### src/rtl/clock_pkg.sv
// rtl/clock_pkg.sv - shared states, field limits and wrap helpers for the clock controller
package clock_pkg;

  typedef enum logic [1:0] {
    RUN   = 2'd0,
    SET_H = 2'd1,
    SET_M = 2'd2,
    SET_S = 2'd3
  } state_t;

  localparam logic [7:0]  MAX_HOUR    = 8'd23;
  localparam logic [7:0]  MAX_MIN     = 8'd59;
  localparam logic [7:0]  MAX_SEC     = 8'd59;
  localparam int unsigned SEC_PER_DAY = 86400;

  function automatic logic [7:0] wrap_inc(input logic [7:0] v, input logic [7:0] max);
    return (v >= max) ? 8'd0 : v + 8'd1;
  endfunction

  function automatic logic [7:0] wrap_dec(input logic [7:0] v, input logic [7:0] max);
    return (v == 8'd0 || v > max) ? max : v - 8'd1;
  endfunction

endpackage

### src/rtl/hms_to_stamp.sv
// rtl/hms_to_stamp.sv - registered hour/min/sec to seconds-of-day conversion
module hms_to_stamp
  import clock_pkg::*;
#(
  parameter logic [31:0] RESET_STAMP = 32'd0
) (
  input  logic        clk,
  input  logic        rst,
  input  logic [7:0]  hour,
  input  logic [7:0]  min,
  input  logic [7:0]  sec,
  output logic [31:0] stamp
);

  logic [31:0] stamp_n;

  always_comb begin
    stamp_n = 32'(hour) * 32'd3600 + 32'(min) * 32'd60 + 32'(sec);
  end

  always_ff @(posedge clk or posedge rst) begin
    if (rst) begin
      stamp <= RESET_STAMP;
    end else begin
      stamp <= stamp_n;
    end
  end

endmodule

### src/rtl/clock_time_ctrl.sv
// rtl/clock_time_ctrl.sv - time-of-day counter with field editing, validated load and stamp
module clock_time_ctrl
  import clock_pkg::*;
#(
  parameter int RESET_HOUR = 0,
  parameter int RESET_MIN  = 0,
  parameter int RESET_SEC  = 0
) (
  input  logic        clk,
  input  logic        rst,
  input  logic        tick_1hz,
  input  logic        btn_mode,
  input  logic        btn_inc,
  input  logic        btn_dec,
  input  logic        load_valid,
  input  logic [7:0]  load_hour,
  input  logic [7:0]  load_min,
  input  logic [7:0]  load_sec,
  output logic [7:0]  hour,
  output logic [7:0]  min,
  output logic [7:0]  sec,
  output logic [31:0] stamp,
  output logic [1:0]  mode,
  output logic        day_wrap,
  output logic        load_err
);

  localparam logic [31:0] RESET_STAMP = 32'(RESET_HOUR * 3600 + RESET_MIN * 60 + RESET_SEC);

  state_t     state, state_n;
  logic [7:0] hour_n, min_n, sec_n;
  logic       day_wrap_n, load_err_n;
  logic       load_ok;

  assign load_ok = (load_hour <= MAX_HOUR) && (load_min <= MAX_MIN) && (load_sec <= MAX_SEC);

  // Strict priority chain: only the first matching event acts, the rest are dropped.
  always_comb begin
    state_n    = state;
    hour_n     = hour;
    min_n      = min;
    sec_n      = sec;
    day_wrap_n = 1'b0;
    load_err_n = 1'b0;
    if (load_valid) begin
      if (load_ok) begin
        hour_n  = load_hour;
        min_n   = load_min;
        sec_n   = load_sec;
        state_n = RUN;
      end else begin
        load_err_n = 1'b1;
      end
    end else if (btn_mode) begin
      case (state)
        RUN:     state_n = SET_H;
        SET_H:   state_n = SET_M;
        SET_M:   state_n = SET_S;
        default: state_n = RUN;
      endcase
    end else if (state != RUN) begin
      // Edit states freeze the clock; inc and dec together cancel out.
      if (btn_inc ^ btn_dec) begin
        case (state)
          SET_H:   hour_n = btn_inc ? wrap_inc(hour, MAX_HOUR) : wrap_dec(hour, MAX_HOUR);
          SET_M:   min_n  = btn_inc ? wrap_inc(min, MAX_MIN)   : wrap_dec(min, MAX_MIN);
          SET_S:   sec_n  = btn_inc ? wrap_inc(sec, MAX_SEC)   : wrap_dec(sec, MAX_SEC);
          default: ;
        endcase
      end
    end else if (tick_1hz) begin
      sec_n = wrap_inc(sec, MAX_SEC);
      if (sec == MAX_SEC) begin
        min_n = wrap_inc(min, MAX_MIN);
        if (min == MAX_MIN) begin
          hour_n = wrap_inc(hour, MAX_HOUR);
          if (hour == MAX_HOUR) begin
            day_wrap_n = 1'b1;
          end
        end
      end
    end
  end

  always_ff @(posedge clk or posedge rst) begin
    if (rst) begin
      state    <= RUN;
      hour     <= 8'(RESET_HOUR);
      min      <= 8'(RESET_MIN);
      sec      <= 8'(RESET_SEC);
      day_wrap <= 1'b0;
      load_err <= 1'b0;
    end else begin
      state    <= state_n;
      hour     <= hour_n;
      min      <= min_n;
      sec      <= sec_n;
      day_wrap <= day_wrap_n;
      load_err <= load_err_n;
    end
  end

  assign mode = state;

  hms_to_stamp #(
    .RESET_STAMP(RESET_STAMP)
  ) u_stamp (
    .clk  (clk),
    .rst  (rst),
    .hour (hour),
    .min  (min),
    .sec  (sec),
    .stamp(stamp)
  );

endmodule

### config.mk
export PLATFORM = sky130hd
export DESIGN_NAME = clock_time_ctrl
export DESIGN_NICKNAME = d
export VERILOG_FILES = /design/src/rtl/clock_pkg.sv /design/src/rtl/hms_to_stamp.sv /design/src/rtl/clock_time_ctrl.sv
export SDC_FILE = /design/constraint.sdc
export NUM_CORES = 1
export LEC_CHECK = 0
export CAP_MARGIN = 40
export CORE_MARGIN = 10
export CORE_UTILIZATION = 51
export CTS_BUF_LIST = sky130_fd_sc_hd__clkbuf_16
export CTS_CLUSTER_SIZE = 12
export DETAILED_ROUTE_END_ITERATION = 7
export PLACE_DENSITY_LB_ADDON = 0.2
export SYNTH_ARGS = -nofsm -noshare
export SYNTH_HDL_FRONTEND = slang
export SYNTH_SLANG_ARGS = --single-unit
### constraint.sdc
create_clock -name clk -period 4.7 [get_ports clk]
set_input_delay 0.705 -clock clk [delete_from_list [all_inputs] [get_ports clk]]
set_output_delay 0.705 -clock clk [all_outputs]
set_load 0.02 [all_outputs]
After elaboration in Yosys (flattened, before gate mapping):

Index checks and enable logic that the tools add are counted.

* flip-flop bits (word level): 60
* output and inout bits: 60
* logic and storage cells: 103

* $add $sub $neg: 8
* $mul: 2
* magnitude comparators: 9
* eq/ne operators: 12
* multiplexer cells: 46
* bitwise logic cells: 1
* reductions and logical operators: 18

Operators by type and width (count)
* two-way mux 8 bit: 33
* adder 32 x 8 -> 32 bit: 1
* adder 8 x 1 -> 8 bit, second input constant: 3
* logical NOT 8 bit: 3
* subtractor 8 x 1 -> 8 bit, second input constant: 3
* adder 20 x 14 -> 21 bit: 1
* equality test 8 x 6 -> 1 bit, second input constant: 2
* >= comparator 8 x 6 -> 1 bit, second input constant: 2
* > comparator 8 x 6 -> 1 bit, second input constant: 2
* less-or-equal comparator 8 x 6 -> 1 bit, second input constant: 2
* multiplier 8 x 8 -> 16 bit, second input constant: 1
* multiplier 8 x 4 -> 12 bit, second input constant: 1
* inequality test 3 x 2 -> 1 bit, second input constant: 4
* two-way mux 1 bit: 9
* nonzero test 3 bit: 3
* equality test 8 x 5 -> 1 bit, second input constant: 1
* >= comparator 8 x 5 -> 1 bit, second input constant: 1
* > comparator 8 x 5 -> 1 bit, second input constant: 1
* less-or-equal comparator 8 x 5 -> 1 bit, second input constant: 1
* AND reduction 7 bit: 1
* two-way mux 2 bit: 3
* one-hot mux 2 bit (3 select lines): 1
* AND reduction 6 bit: 1
* AND reduction 5 bit: 1
* 9 further kinds: 15

Logic depth before layout (Yosys ltp):

Gate-level depths: netlist (run 1).

* word-level depth: 9
* gate-level depth with buffers: 21
* gate-level depth less buffers: 21

By module:

A second synthesis (run 1) with hierarchy kept.

* cell total of the unflattened synthesis: 595
* area, all modules: 5575.3 µm²

By module, submodules not included
* hms_to_stamp: times used 1, cells an instance 299, area an instance 3075.4 µm², seq. area each 525.5 µm²
* clock_time_ctrl: times used 1, cells an instance 296, area an instance 2499.9 µm², seq. area each 700.7 µm²

Worst setup path after synthesis (run 1):

OpenSTA, ideal clock, no wires.

* kind: flip-flop to flip-flop
* start point: register min[2]
* end point: register u_stamp.stamp[19]
* data arrival time: 5122 ps
* required time: 4572 ps
* path slack: -550 ps
* stages on the path, launching flop included: 22
* path buffers: 1
* path through: dfrtp_1 > inv_1 > fa_1 > fa_1 > inv_1 > ha_1 > a21oi_1 > o21bai_1 > a21oi_1 > o21bai_1 > a21oi_1 > xnor2_1 > ha_1 > buf_6 > a21o_1 > nor3_1 > and3_2 > nor3_2 > or4b_4 > o41ai_2 > nand3b_1 > xnor2_1

* word-level cells in the longest chain between the ends: 3

RTL lines
* start: declaration: RTL line clock_time_ctrl.sv:20 `output logic [7:0] min,`
* start signal: assignment: RTL line clock_time_ctrl.sv:89 `min <= 8'(RESET_MIN);`
* start signal: assignment: RTL line clock_time_ctrl.sv:96 `min <= min_n;`
* multiplier 8 x 4 -> 12 bit: RTL line hms_to_stamp.sv:18 `stamp_n = 32'(hour) * 32'd3600 + 32'(min) * 32'd60 + 32'(sec);`
* adder 20 x 14 -> 21 bit: RTL line hms_to_stamp.sv:18
* adder 32 x 8 -> 32 bit: RTL line hms_to_stamp.sv:18
* via u_stamp.stamp_n[19]: RTL line hms_to_stamp.sv:15 `logic [31:0] stamp_n;`
* end signal: assignment: RTL line hms_to_stamp.sv:25 `stamp <= stamp_n;`
* end: declaration: RTL line hms_to_stamp.sv:12 `output logic [31:0] stamp`

The timed path passes the listed nets, and every way through them passes these cells.
A chain may end at the register's enable or synchronous reset.

Worst setup path in the final report (run 1):

* start point: register min[0]
* end point: register u_stamp.stamp[19]

The elaborated chain is that of the path after synthesis.

==> results by group, run 1 <==
Status
  • Status: complete, but fails checks
  • Failing checks: negative setup slack

Critical path
  • Critical Path Source Type: register
  • Nature of the critical path endpoint: register
  • Crit path DAT: 5.20 ns
  • Crit path largest cell delay: 0.61 ns
  • Crit path required time: 4.89 ns
  • Worst reg2reg path endpoint: u_stamp.stamp[19]$_DFF_PP0_
  • R2r setup slk: -0.31 ns
  • Crit-path slowest cell: fa_2
  • R2R cell count: 20
  • Worst-path cell chain: fa_2 -> fa_1 -> ha_1 -> a21o_1 -> a21oi_2 -> o21bai_1 -> a21oi_2 -> o21bai_1 -> a21oi_2 -> xnor2_1 -> ha_2 -> a21o_1 -> buf_4 -> nand2_2 -> nand3_2 -> nor3_4 -> or4b_4 -> o41ai_4 -> nand3b_1 -> xnor2_1
  • Critical path fanouts, max: 4
  • Worst Setup Path Type: reg2reg
  • Cell mode on critical path: a21oi_2
  • FF-to-FF Start: min[0]$_DFFE_PP0P_

Global routing
  • First-pass GRT wire length: 30400 um
  • Initial antenna violation count: 0
  • GRT busiest layer: met2
  • M2 GR Usage: 38.1%
  • Met1 Resource Use GR: 29.0%
  • Vias in the first global route: 5918
  • Overall global routing resource usage: 22.5%
  • Largest net degree at the start of global routing: 50
  • Met3 Usage GRT: 4.19%
  • Remaining global-route overflow: 0

Timing
  • Final setup vio count: 9
  • Clk_skew: 0.00763 ns
  • Setup TNS: -1.32 ns
  • Final hold violation count: 0
  • Final WS setup: -0.314 ns
  • Highest clock rate: 199 MHz
  • Slew headroom: 41.3%
  • Pin slew with the least headroom to its limit: 0.874 ns
  • Final Max Slew Viols: 0
  • Setup repair after global routing missed its margin: yes
  • Min Hold Slack: 0.540 ns
  • Period Utilization, post-route: 107%
  • Clock period minus worst slack: 5.01 ns

Route
  • WL/cell: 19.3 um
  • Post-DR vias/cell: 5.77
  • Remaining DRCs: 0
  • ANT nets after route: 0
  • DRT Pass-1 Iters: 5
  • Vias: 5893
  • First-iteration detailed-routing DRC count: 452
  • Final wirelength: 19800 um

Clock network
  • CTS tree: done
  • CTS buffer count: 5
  • Clk root buf: clkbuf_16
  • Clk_lat worst skew: 0.31 ns
  • H-Tree Depth: 2
  • Clock Pin Slew Worst Setup and Hold Paths: 0.07 ns
  • CTS Buffer Depth: 2
  • Clock Sinks: 50

Floorplan
  • Row cnt: 40
  • Core Box Area: 12000 um^2
  • Starting Density: 52.0%
  • Die Ht: 130 um
  • Number of I/O pins: 91
  • Die X: 130 um
  • Die area: 17000 um^2

Placed design
  • Port buffer count: 80
  • Post-DP HPWL: 14800 um
  • Routability Congestion: 0.885
  • Setup slack at placement: -0.300 ns

Synthesis
  • Sequential share of the synthesized area: 20.1%
  • Asr flop ratio synth: 100%
  • Gate Count Post-Synth: 709
  • Synthesis Warnings: 0
  • Synthesized area: 6220 um^2
  • Mapped Avg Cell Area: 8.77 um^2
  • Number of flops mapped to enable cells by yosys: 0
  • Most used DFF post-synth: dfrtp_1
  • Library cells used by synthesis: 79
  • Flops & latches, synth: 50

Hold path
  • Hold_sp: sec[0]$_DFFE_PP0P_
  • Hold path cells: 0
  • Hold EP: u_stamp.stamp[0]$_DFF_PP0_
  • Hold WC Path Type: reg2reg

Layout
  • Nets: 1038
  • Commonest non-fill, non-tap cell in the layout: ha_1
  • Area Overhead vs Synth: 35.9%
  • Layout cell share with drive strength beyond 1: 21.5%
  • Most frequent cells in the layout: 103 x ha_1, 91 x buf_4, 80 x clkdlybuf4s50_1
  • Final Util: 70.7%
  • Antenna cells: 0

Flow run
  • Max Cap Viol: 0
cell families (layout without fill, tap and decap cells):
kind of cell               Yosys count  after routing  share of synthesized area (%)
AOI/OAI and AO/OA                  198            198                           20.8
xor gates and xnor gates            49             49                           6.90
adders and majority gates          133            133                           29.5
buffers and inverters               89            245                           6.70
DFF                                 50             50                           20.1
muxes                                6              6                          0.966
other                                1             11                         0.0603
and+or+nand+nor                    183            183                           14.9
layer usage:
layer / routed length, um / up-vias
met3: 959 / 26
met4: 342 / 0
met5: 0 / -
li1: - / 2840
met1: 8790 / 2862
met2: 9680 / 165
registers in the layout (all words and copies together) (netlist names):
register,flops
hour,8
u_stamp.stamp,22
mode,2
sec,8
day_wrap,1
min,8
load_err,1
synth_stat cells, drive strengths merged, types with 18 or more instances:
cell / instances / area share, %
a21oi: 70 / 5.6
buf: 18 / 2.3
dfrtp: 50 / 20
fa: 23 / 7.4
ha: 110 / 22
inv: 54 / 3.3
nand2: 48 / 2.9
nand3: 19 / 1.5
nor2: 44 / 2.7
o21ai: 34 / 2.7
xnor2: 39 / 5.5
per-stage QoR:
| stage | std cells | cell area [um^2] |
|---|---|---|
| global route | 1022 | 8450 |
| detailed placement | 993 | 7740 |
| CTS | 1008 | 8080 |
| floorplan | 719 | 6350 |
| finish | 1022 | 8450 |
| global placement | 993 | 7740 |
final cells by class:
type                       instances  area (um^2)
clock inverter                     3         37.5
sequential                        50         1260
inverter                          55          215
tap                              147          184
clock buffer                       5          125
fill                             963         3510
timing repair buffer             182         1620
multi-input combinational        580         5020
repair_timing:
| item | in CTS | in global routing |
|---|---|---|
| hold buffers | 0 | 0 |
| setup endpoints to repair | 8 | 10 |
| resized for setup | 20 | 52 |
| setup buffers | 7 | 19 |
| gates cloned | 0 | 0 |
| pin swaps | 17 | 34 |
how the worst max path moves through the flow:
stage | cells after the start | slack, ns | start | end
floorplan | 20 | -0.11 | min[1]$_DFFE_PP0P_ | u_stamp.stamp[19]$_DFF_PP0_
global placement | 19 | -0.14 | min[1]$_DFFE_PP0P_ | u_stamp.stamp[19]$_DFF_PP0_
detailed placement | 18 | -0.30 | min[1]$_DFFE_PP0P_ | u_stamp.stamp[19]$_DFF_PP0_
CTS | 19 | -0.31 | min[0]$_DFFE_PP0P_ | u_stamp.stamp[19]$_DFF_PP0_
global route | 20 | -0.56 | min[0]$_DFFE_PP0P_ | u_stamp.stamp[19]$_DFF_PP0_
finish | 20 | -0.31 | min[0]$_DFFE_PP0P_ | u_stamp.stamp[19]$_DFF_PP0_
worst max-delay path, delay by kind of cell, from the launching register on:
family,cells,cell delay [ns]
buf+inv,1,0.15
simple gates,5,0.92
fa+ha+maj,4,1.67
xor+xnor,2,0.31
flops,1,0.43
compound gates,8,1.39
Power of run 1 is not shown: default switching activity piles up to over one toggle a cycle in this logic, so the estimate is an artifact.
==> run 2, diff against run 1 <==
- CORE_UTILIZATION: 51 -> 35
- CTS_CLUSTER_DIAMETER: default -> 30
- CTS_CLUSTER_SIZE: 12 -> 8
==> results by group, run 2 (synthesis gave the netlist of run 1 again) <==
Floorplan
  • Core Box Area: 17400 um^2 (+45%)
  • Die area: 23500 um^2 (+38%)
  • Starting Density: 35.8% (-16 points)
  • Die X: 153 um (+18%)
  • Row cnt: 48 (+20%)
  • Number of I/O pins: 91 (unchanged)
  • Die Ht: 153 um (+18%)

Status
  • Status: complete, but fails checks
  • Failing checks: negative setup slack

Timing
  • Final hold violation count: 0 (unchanged)
  • Setup TNS: -0.602 ns (+0.716 ns)
  • Final WS setup: -0.217 ns (+0.0971 ns)
  • Clock period minus worst slack: 4.92 ns (-0.0971 ns)
  • Setup repair after global routing missed its margin: yes
  • Slew headroom: 44.6% (+3.4 points)
  • Min Hold Slack: 0.558 ns (+0.0179 ns)
  • Highest clock rate: 203 MHz (+2.0%)
  • Clk_skew: 0.0127 ns (+0.00508 ns)
  • Period Utilization, post-route: 105% (-2.1 points)
  • Final setup vio count: 4 (-5)
  • Final Max Slew Viols: 0 (unchanged)
  • Pin slew with the least headroom to its limit: 0.824 ns (-0.0499 ns)

Layout
  • Fillers: 1653 (+72%)
  • Antenna cells: 0 (unchanged)
  • Layout cell share with drive strength beyond 1: 18.9% (-2.6 points)
  • Commonest non-fill, non-tap cell in the layout: ha_1
  • Area Overhead vs Synth: 34.1%
  • Fin area: 8340 um^2 (-1.3%)
  • Largest register FFs: 22 (unchanged)
  • Nets: 1026 (-1.2%)
  • Biggest register: u_stamp.stamp
  • Most frequent cells in the layout: 106 x ha_1, 83 x buf_4, 80 x clkdlybuf4s50_1

Route
  • Post-DR vias/cell: 5.26 (-8.7%)
  • WL/cell: 17.2 um (-11%)
  • Final wirelength: 18700 um (-5.5%)
  • First-iteration detailed-routing DRC count: 419 (-7.3%)
  • ANT nets after route: 0 (unchanged)
  • DRT Pass-1 Iters: 5 (unchanged)
  • Remaining DRCs: 0 (unchanged)
  • Vias: 5725 (-2.9%)

Flow run
  • Max Cap Viol: 0 (unchanged)

Critical path
  • Crit path DAT: 5.10 ns (-0.10 ns)
  • Worst path bufs/invs: 0 (-1)
  • Critical path fanouts, max: 3 (-1)
  • Worst Setup Path Type: reg2reg
  • Cell mode on critical path: a21oi_2
  • Crit path largest cell delay: 0.58 ns (-0.03 ns)
  • Largest delay share family, worst path: adder cells
  • Crit path required time: 4.88 ns (about the same)
  • Nature of the critical path endpoint: register
  • Worst-path cell chain: fa_1 -> fa_1 -> ha_1 -> a21o_1 -> a21oi_2 -> o21bai_1 -> a21oi_2 -> o21bai_1 -> a21oi_2 -> mux2i_1 -> nand3_2 -> ha_4 -> a21o_1 -> or4_4 -> nand3_4 -> mux2i_4 -> o41ai_4 -> nand3b_1 -> xnor2_1
  • Crit-path slowest cell: fa_1
  • Critical Path Source Type: register

Clock network
  • H-Tree Depth: 2 (unchanged)
  • CTS buffer count: 5 (unchanged)
  • Clk_lat worst skew: 0.31 ns (about the same)
  • Clock Pin Slew Worst Setup and Hold Paths: 0.08 ns (about the same)
  • CTS tree: done
  • Clock Sinks: 50 (unchanged)
  • Clk root buf: clkbuf_16
  • CTS Buffer Depth: 2 (unchanged)
  • Hold-fix buffers, CTS: 0 (unchanged)

Placed design
  • Port buffer count: 80 (unchanged)
  • Area post-placement: 7830 um^2 (+1.2%)
  • Routability Congestion: 0.932 (+5.3%)
  • Post-DP HPWL: 14800 um (+0.29%)

Global routing
  • Remaining global-route overflow: 0 (unchanged)
  • Largest net degree at the start of global routing: 51 (+2.0%)
  • Vias in the first global route: 5748 (-2.9%)
  • Overall global routing resource usage: 15.2% (-7.3 points)
  • Initial antenna violation count: 0 (unchanged)
  • First-pass GRT wire length: 29700 um (-2.3%)

Hold path
  • Hold WC Path Type: reg2reg
==> run 2: path summary, 6_finish.rpt <==
path | startpoint | slack, ns | to | depth (start not counted)
min | sec[0]$_DFFE_PP0P_ | 0.56 | u_stamp.stamp[0]$_DFF_PP0_ | 0
max in group asynchronous | rst | 3.29 | min[0]$_DFFE_PP0P_ | 3
max | min[1]$_DFFE_PP0P_ | -0.22 | u_stamp.stamp[19]$_DFF_PP0_ | 19
min reg2reg | sec[0]$_DFFE_PP0P_ | 0.56 | u_stamp.stamp[0]$_DFF_PP0_ | 0
max reg2reg | min[1]$_DFFE_PP0P_ | -0.22 | u_stamp.stamp[19]$_DFF_PP0_ | 19
min in group asynchronous | rst | 0.90 | u_stamp.stamp[21]$_DFF_PP0_ | 3
==> run 2: per-stage QoR <==
| stage | cells | setup slack (ns) | util (%) |
|---|---|---|---|
| 5_1_grt | 1088 | -0.392 | 48.1 |
| 4_1_cts | 1079 | -0.203 | 46.3 |
| 2_1_floorplan | 719 | -0.112 | - |
| 3_5_place_dp | 1070 | -0.250 | 45.1 |
| 3_3_place_gp | 1070 | -0.161 | 45.1 |
| 6_report | 1088 | -0.217 | 48.1 |
==> run 2: cell type report <==
cell class	instances	area [um^2]	share of cell area [%]
Multi-Input combinational cell	580	4940	59.2
Timing Repair Buffer	170	1510	18.1
Sequential cell	50	1260	15.1
Tap cell	225	282	3.37
Inverter	55	214	2.56
Clock buffer	5	125	1.50
Clock inverter	3	17.5	0.210
==> run 2: repair_timing <==
item,in CTS,in global routing
buffers inserted,1,9
pin swaps,4,25
resized for setup,10,40
hold endpoints to repair,0,0
endpoints found under the setup margin,6,10
==> run 2: routing by layer <==
metal | wire length (um) | track usage, %
met1 | 8530 | 19.0
met2 | 9070 | 25.8
met4 | 387 | 4.72
met3 | 704 | 2.55
met5 | 0 | 0
Power of run 2 is left out for the same reason.
